### config.mk
export PLATFORM = sky130hd
export DESIGN_NAME = clk_enable_gen
export DESIGN_NICKNAME = d
export VERILOG_FILES = /design/src/rtl/clk_en_pkg.sv /design/src/rtl/clk_en_chan.sv /design/src/rtl/clk_enable_gen.sv
export SDC_FILE = /design/constraint.sdc
export NUM_CORES = 1
export LEC_CHECK = 0
export CORE_MARGIN = 8
export CORE_UTILIZATION = 25
export DETAILED_ROUTE_END_ITERATION = 8
export GPL_TIMING_DRIVEN = 0
export HOLD_SLACK_MARGIN = 0.05
export SLEW_MARGIN = 30
export SYNTH_ARGS = -nofsm -noshare
export SYNTH_HDL_FRONTEND = slang
export SYNTH_SLANG_ARGS = --single-unit
### constraint.sdc
create_clock -name clk -period 14.9 [get_ports clk]
set_input_delay 1.49 -clock clk [delete_from_list [all_inputs] [get_ports clk]]
set_output_delay 1.49 -clock clk [all_outputs]
set_load 0.1 [all_outputs]
### src/rtl/clk_en_pkg.sv
// Shared types and defaults for the clock-enable generator.
// Mode encoding, cfg mode decode, reset constants.
package clk_en_pkg;

  typedef enum logic [1:0] {
    MODE_OFF  = 2'b00,
    MODE_RUN  = 2'b01,
    MODE_STEP = 2'b10
  } mode_e;

  localparam int DEF_N_CH    = 4;
  localparam int DEF_DIV_W   = 26;
  localparam int DEF_RST_DIV = 31;

  // Encoding 11 is reserved and parks the channel.
  function automatic mode_e decode_mode(input logic [1:0] m);
    case (m)
      2'b01:   return MODE_RUN;
      2'b10:   return MODE_STEP;
      default: return MODE_OFF;
    endcase
  endfunction

endpackage

### src/rtl/clk_en_chan.sv
// One clock-enable channel: counter, divisor, mode and step state.
// Emits a registered one-cycle tick every div+1 counting cycles.
module clk_en_chan
  import clk_en_pkg::*;
#(
  parameter int DIV_W   = DEF_DIV_W,
  parameter int RST_DIV = DEF_RST_DIV,
  parameter bit RST_RUN = 1'b0
) (
  input  logic             clk,
  input  logic             rst,
  input  logic             i_apply,
  input  logic [DIV_W-1:0] i_div,
  input  mode_e            i_mode,
  input  logic             i_step_req,
  output logic             o_at_boundary,
  output logic             o_tick,
  output logic             o_phase,
  output logic             o_running
);

  logic [DIV_W-1:0] r_cnt;
  logic [DIV_W-1:0] r_div;
  mode_e            r_mode;
  logic             r_step_pend;
  logic             r_tick;
  logic             r_phase;

  logic w_active;
  logic w_term;

  // Counting in RUN, or in STEP while a single step is in flight.
  assign w_active = (r_mode == MODE_RUN) ||
                    ((r_mode == MODE_STEP) && r_step_pend);
  assign w_term   = w_active && (r_cnt == r_div);

  // Idle channels take new settings at once, counting ones only at terminal count.
  assign o_at_boundary = !w_active || w_term;
  assign o_tick        = r_tick;
  assign o_phase       = r_phase;
  assign o_running     = w_active;

  // Counter, tick/phase generation and config load.
  always_ff @(posedge clk or posedge rst) begin
    if (rst) begin
      r_cnt       <= '0;
      r_div       <= DIV_W'(RST_DIV);
      r_mode      <= RST_RUN ? MODE_RUN : MODE_OFF;
      r_step_pend <= 1'b0;
      r_tick      <= 1'b0;
      r_phase     <= 1'b0;
    end else begin
      r_tick <= w_term;
      if (w_term) r_phase <= ~r_phase;
      if (i_apply) begin
        r_cnt       <= '0;
        r_div       <= i_div;
        r_mode      <= i_mode;
        r_step_pend <= 1'b0;
      end else if (w_active) begin
        if (w_term) begin
          r_cnt       <= '0;
          r_step_pend <= 1'b0;
        end else begin
          r_cnt <= r_cnt + DIV_W'(1);
        end
      end else begin
        r_cnt <= '0;
        if ((r_mode == MODE_STEP) && i_step_req) r_step_pend <= 1'b1;
      end
    end
  end

endmodule

### src/rtl/clk_enable_gen.sv
// Multi-channel programmable clock-enable generator.
// Single pending config slot, applied per channel at a period boundary.
module clk_enable_gen
  import clk_en_pkg::*;
#(
  parameter int              N_CH         = DEF_N_CH,
  parameter int              DIV_W        = DEF_DIV_W,
  parameter int              RST_DIV      = DEF_RST_DIV,
  parameter logic [N_CH-1:0] RST_RUN_MASK = N_CH'(1),
  localparam int             CH_W         = $clog2(N_CH)
) (
  input  logic             clk,
  input  logic             rst,
  input  logic             cfg_valid,
  output logic             cfg_ready,
  input  logic [CH_W-1:0]  cfg_chan,
  input  logic [DIV_W-1:0] cfg_div,
  input  logic [1:0]       cfg_mode,
  input  logic [N_CH-1:0]  step_req,
  output logic [N_CH-1:0]  tick,
  output logic [N_CH-1:0]  phase,
  output logic [N_CH-1:0]  running
);

  logic             r_pend_valid;
  logic [CH_W-1:0]  r_pend_chan;
  logic [DIV_W-1:0] r_pend_div;
  mode_e            r_pend_mode;

  logic [N_CH-1:0] w_bound;
  logic [N_CH-1:0] w_apply;
  logic            w_chan_bad;
  logic            w_accept;

  assign cfg_ready  = !r_pend_valid;
  assign w_accept   = cfg_valid && cfg_ready;
  assign w_chan_bad = r_pend_valid &&
                      ({1'b0, r_pend_chan} >= (CH_W+1)'(N_CH));

  // Pending slot: filled on handshake, emptied by apply or bad channel.
  always_ff @(posedge clk or posedge rst) begin
    if (rst) begin
      r_pend_valid <= 1'b0;
      r_pend_chan  <= '0;
      r_pend_div   <= '0;
      r_pend_mode  <= MODE_OFF;
    end else if (w_accept) begin
      r_pend_valid <= 1'b1;
      r_pend_chan  <= cfg_chan;
      r_pend_div   <= cfg_div;
      r_pend_mode  <= decode_mode(cfg_mode);
    end else if ((|w_apply) || w_chan_bad) begin
      r_pend_valid <= 1'b0;
    end
  end

  for (genvar g = 0; g < N_CH; g++) begin : g_ch
    assign w_apply[g] = r_pend_valid &&
                        (r_pend_chan == CH_W'(g)) &&
                        w_bound[g];

    clk_en_chan #(
      .DIV_W   (DIV_W),
      .RST_DIV (RST_DIV),
      .RST_RUN (RST_RUN_MASK[g])
    ) u_chan (
      .clk           (clk),
      .rst           (rst),
      .i_apply       (w_apply[g]),
      .i_div         (r_pend_div),
      .i_mode        (r_pend_mode),
      .i_step_req    (step_req[g]),
      .o_at_boundary (w_bound[g]),
      .o_tick        (tick[g]),
      .o_phase       (phase[g]),
      .o_running     (running[g])
    );
  end

endmodule
# Word level (Yosys, flattened, before mapping)
# Index checks and enable logic that the tools add are counted.
[word_totals]
input_bits = 37
output_inout_bits = 13
wordCells = 133
register_bits = 259
[classes]
muxes = 31
n_eq_ne = 21
n_reduce_logical = 45
n_addsub = 4
n_bitwise = 4
[ops]
columns = ["cell", "count"]
rows = [
  ["2-to-1 mux 26 bit", 12],
  ["adder 26 x 1 -> 26 bit (second input constant)", 4],
  ["equality test 26 bit", 4],
  ["logical AND 1 bit", 21],
  ["2-to-1 mux 1 bit", 18],
  ["equality test 2 bit (second input constant)", 7],
  ["equality test 2 x 1 -> 1 bit (second input constant)", 6],
  ["!= test 3 x 2 -> 1 bit (second input constant)", 4],
  ["nonzero test 3 bit", 4],
  ["logical OR 1 bit", 8],
  ["AND reduction 2 bit", 4],
  ["logical NOT 1 bit", 5],
  ["inverter 1 bit", 4],
  ["one-hot mux 2 bit (2 select lines)", 1],
  ["OR reduction 4 bit", 1],
  ["logical NOT 2 bit", 1],
  ["nonzero test 2 bit", 1],
]

# Logic depth before layout (Yosys ltp)
[logic_depth]
word_depth = 9
depth_mapped = 8
mapped_depth_nobuf = 7

# By module
# Synthesis repeated with hierarchy kept, for this count alone.
[unflattened]
cells_unflattened = 1038
hier_area_um2 = 12487.0
[modules_own_cells]
columns = ["mod", "cells_each", "seq_area_each_um2", "instances", "area_per_inst_um2"]
rows = [
  ["clk_en_chan at g_ch[1].u_chan ...", 239, 1432.6, 3, 2785.2],
  ["clk_en_chan at g_ch[0].u_chan", 241, 1433.9, 1, 2777.7],
  ["clk_enable_gen", 80, 775.7, 1, 1353.8],
]

# Worst setup path after synthesis
# OpenSTA, ideal clock, no wires.
[synth_path]
path_kind = "reg2out"
start = "register r_pend_valid"
end = "output port cfg_ready"
required_ns = 13.410
slack_ns = 12.344
path_stages_with_launch = 2
t_arrival_ns = 1.066
path_cell_list = "dfrtp_1 -> inv_1"
[synth_via]
elab_chain_cells = 1
[synth_rtl]
columns = ["element", "line", "source"]
rows = [
  ["start: declaration", "clk_enable_gen.sv:25", "logic r_pend_valid;"],
  ["start signal: assignment", "clk_enable_gen.sv:43", "r_pend_valid <= 1'b0;"],
  ["start signal: assignment", "clk_enable_gen.sv:48", "r_pend_valid <= 1'b1;"],
  ["start signal: assignment", "clk_enable_gen.sv:53", "r_pend_valid <= 1'b0;"],
  ["logical NOT 1 bit", "clk_enable_gen.sv:35", "assign cfg_ready = !r_pend_valid;"],
  ["end: declaration", "clk_enable_gen.sv:15", "output logic cfg_ready,"],
]
# Every way passes these cells.

# Worst setup path in the final report
[layout_path]
start = "register g_ch[3].u_chan.r_mode[0]"
end = "output port running[3]"
[layout_via]
elab_chain_cells = 3
[layout_rtl]
columns = ["element", "line", "source"]
rows = [
  ["start: declaration", "clk_en_chan.sv:24", "mode_e r_mode;"],
  ["start signal: assignment", "clk_en_chan.sv:48", "r_mode <= RST_RUN ? MODE_RUN : MODE_OFF;"],
  ["start signal: assignment", "clk_en_chan.sv:58", "r_mode <= i_mode;"],
  ["equality test 2 bit", "clk_en_chan.sv:34", "((r_mode == MODE_STEP) && r_step_pend);"],
  ["logical AND 1 bit", "clk_en_chan.sv:34", ""],
  ["logical OR 1 bit (*)", "clk_en_chan.sv:33", "assign w_active = (r_mode == MODE_RUN) ||"],
  ["end: declaration", "clk_enable_gen.sv:22", "output logic [N_CH-1:0] running"],
]
# Every way passes the cells marked *; elsewhere a longest branch is shown, timed or not.

==> metrics.md <==
| Metric | Value |
|---|---|
| Leak pwr | 6.125 nW |
| Hold Path End | g_ch[1].u_chan.o_phase$_DFFE_PP0P_ |
| WP buf/inv | 3 |
| Remaining DRCs | 0 |
| Dpl ws | ~11000 ps |
| Worst Hold Depth | 1 |
| Filler Cell Count | 4841 |
| Post-synth EDFFs | 0 |
| Flop-to-flop setup slack | 12260 ps |
| Die area | between 50000 and 60000 um2 |
| Worst Path Arrival | 2830 ps |
| Most frequent cells in the layout | dfrtp_1 (238), nor2_1 (131), nand2_1 (124) |
| Sequential share of the synthesized area | 54.64% |
| Max stage delay on crit path | ~1100 ps |
| Fraction of layout cells with a size suffix above 1 | between 15 and 20% |
| Hold-fix buffers at CTS | 0 |
| Critical Path RT | about 13000 ps |
| RSZ-0062 raised after global routing | false |
| RR Endpoint | g_ch[0].u_chan.r_div[21]$_DFFE_PP0P_ |
| GP Congestion | around 0.82 |
| DR vias | 7743 |
| Worst setup SP type | register |
| # IOs | 50 |
| Syn_nets | 1095 |
| Worst-path clk slew | around 60 ps |
| Worst flop-to-flop path startpoint | g_ch[0].u_chan.r_div[1]$_DFFE_PP1P_ |
| Worst vdd ir | around 0.13 mV |
| Largest net degree at the start of global routing | 94 |
| # diodes | 0 |
| Worst-Skew Late Latency | between 500 and 600 ps |
| Nets@finish | between 1000 and 1500 |
| Final worst slack | about 11000 ps |
| Period utilization | just under 30% |
| Fin Setup TNS | 0 ps |
| DR WL/cell | roughly 16 um |
| Worst Clk Skew | 10.05 ps |
| Wire length of the first global-routing pass | 46.26 mm |
| Starting DRT DRC Count | ~400 |
| Post-CTS sizing | 0 |
| Delay-heaviest family, CP | buffers and inverters |
| Register bit total from synthesis | about 260 |
| Slew headroom | about a third |
| Post-synthesis instance total | around 1100 |
| Initial DRT Pass Iterations | 5 |
| Post-route ant nets | 0 |
| Netlist cell types | 38 |
| Dominant register cell in the synthesized netlist | dfrtp_1 |
| Syn Std Cell Area | approximately 12000 um2 |
| GRT Total Usage | ~11% |
| Min-Delay Path Class | register to register |
| Critical Setup Path Class | register to output port |
| Clock Tree Root | clkbuf_16 |
| Depth of the CTS H-tree | 1 |
| Worst-Margin Slew | about 1000 ps |
| Min-Delay Startpoint | g_ch[1].u_chan.o_phase$_DFFE_PP0P_ |
| Max-cap violations | 0 |
| Die W | between 200 and 250 um |
| CTS tree | built |
| Crit-path cells | inv_1 -> mux2i_1 -> buf_4 -> clkdlybuf4s50_1 |
| Die height | 234.3 um |
| PortBufs | 49 |
| Final hold vios | 0 |
| Clk sinks | between 200 and 300 |
| Tot Pwr | approximately 0.0026 W |
| Clock buffer count from CTS | 28 |
| Most common cell after layout, fill and taps aside | dfrtp_1 |
| Status | complete, no violations |
| Grt ovf | 0 |
| FMAX | between 200 and 250 MHz |
| YS warnings | 0 |
| Final setup violation count | 0 |
| Syn Area/Cell | approximately 11 um2 |
| Total wire length | between 20 and 30 mm |
| Number of global-route vias before repair | 8065 |
| Initial antenna violation count | 0 |
| Final Max Slew Viols | 0 |
| CP endpoint kind | output port |
| CP max-delay cell | clkdlybuf4s50_1 |
| Core area | between 40000 and 50000 um2 |
| Worst Reg-to-Reg Cells | 8 |
| PD cells | 182.4 nW/um2 |
| Post-CTS setup buffer count | 0 |
| Clock buffer depth | 3 |
| Post-layout min period | 4323 ps |
| Post-DP HPWL | between 20 and 25 mm |
| Row cnt | 80 |
| Fraction of registers with async set/reset | between 90% and 100% |
| Layout area overhead | 18.80% |
| Max Fanout on Critical Path | 5 |
| Initial Util | between 20% and 30% |
| Vias per cell | about 4.4 |
-- per-stage QoR --
step | hold slack [ps] | util, % | instance area (um2) | std cells
after floorplan | 442.8 | - | 11910 | 1054
after global placement | 458.9 | 27.82 | 13170 | 1718
after detailed placement | 463.4 | 27.95 | 13230 | 1720
after CTS | 471.7 | 29.89 | 14150 | 1772
after global routing | 490.2 | 29.89 | 14150 | 1772
final | 462.5 | 29.89 | 14150 | 1772
-- routing by layer --
| metal | GRT usage (%) | wire (um) | vias up |
|---|---|---|---|
| met5 | 0 | 0 | - |
| met4 | 3.068 | 775 | 0 |
| met3 | 1.621 | 881 | 40 |
| met2 | 17.93 | 13760 | 113 |
| met1 | 14.40 | 13550 | 3904 |
| li1 | - | - | 3686 |
-- cells by family after synthesis --
logic type / Yosys count / synth area share [%]
AND/OR/NAND/NOR: 405 / 15.98
flip-flops: 259 / 54.64
XOR/XNOR: 203 / 14.93
multiplexers: 112 / 10.57
buffers and inverters: 56 / 2.679
AO/OA/AOI/OAI: 15 / 0.7879
adder cells (fa/ha/maj): 4 / 0.4202
-- power breakdown --
part	total [W]	switching (W)	leakage (nW)	internal [W]
Sequential	0.00117	0.000248	3.35	0.000921
Combinational	0.000729	0.000379	2.31	0.000350
Clock	0.000682	0.000277	0.456	0.000405
-- sequential cells by signal (all words and copies together) (netlist names) --
register and count:
g_ch.u_chan.r_cnt 104, g_ch.u_chan.r_div 104, r_pend_div 26, g_ch.u_chan.r_mode 8, g_ch.u_chan.o_phase 4, g_ch.u_chan.o_tick 4, g_ch.u_chan.r_step_pend 4, r_pend_chan 2
r_pend_mode 2, r_pend_valid 1
-- how the worst max path moves through the flow --
stage	startpoint	cells after the start	end	slack, ps
after detailed placement	g_ch[3].u_chan.r_mode[0]$_DFFE_PP0P_	4	running[3]	11160
after global placement	rst	2	g_ch[2].u_chan.r_cnt[10]$_DFF_PP0_	3010
after global routing	g_ch[3].u_chan.r_mode[0]$_DFFE_PP0P_	4	running[3]	10500
after CTS	g_ch[3].u_chan.r_mode[0]$_DFFE_PP0P_	4	running[3]	10550
final	g_ch[3].u_chan.r_mode[0]$_DFFE_PP0P_	4	running[3]	10580
after floorplan	rst	1	g_ch[0].u_chan.o_phase$_DFFE_PP0P_	6320
-- synth_stat cells, drive strengths merged, types with 3 or more instances --
library cell / n / share of area (%)
xor2: 111 / 8.2
nand4: 32 / 1.7
nor2: 131 / 4.1
and3: 18 / 0.95
nand3: 39 / 1.6
xnor2: 92 / 6.8
a21oi: 5 / 0.21
buf: 26 / 1.7
dfrtp: 238 / 50
nor4: 16 / 0.89
o21ai: 3 / 0.13
inv: 14 / 0.44
nor2b: 8 / 0.42
and4: 12 / 0.88
nor3: 11 / 0.46
nand4b: 3 / 0.22
mux2: 110 / 10
dfstp: 21 / 4.6
and2: 3 / 0.16
ha: 4 / 0.42
clkbuf: 16 / 0.50
nand2: 124 / 3.9
-- layout make-up --
cell class                      instances  area, um2  area share [%]
Sequential cell                       259       6507           45.99
Buffer                                 42      266.5           1.883
Multi-Input combinational cell        739       5084           35.93
Clock buffer                           48      897.1           6.340
Inverter                               14      60.06          0.4244
Clock inverter                          4      20.02          0.1415
Timing Repair Buffer                   51      545.5           3.855
Tap cell                              615      769.5           5.438
Power figures use the tool's default switching activity.
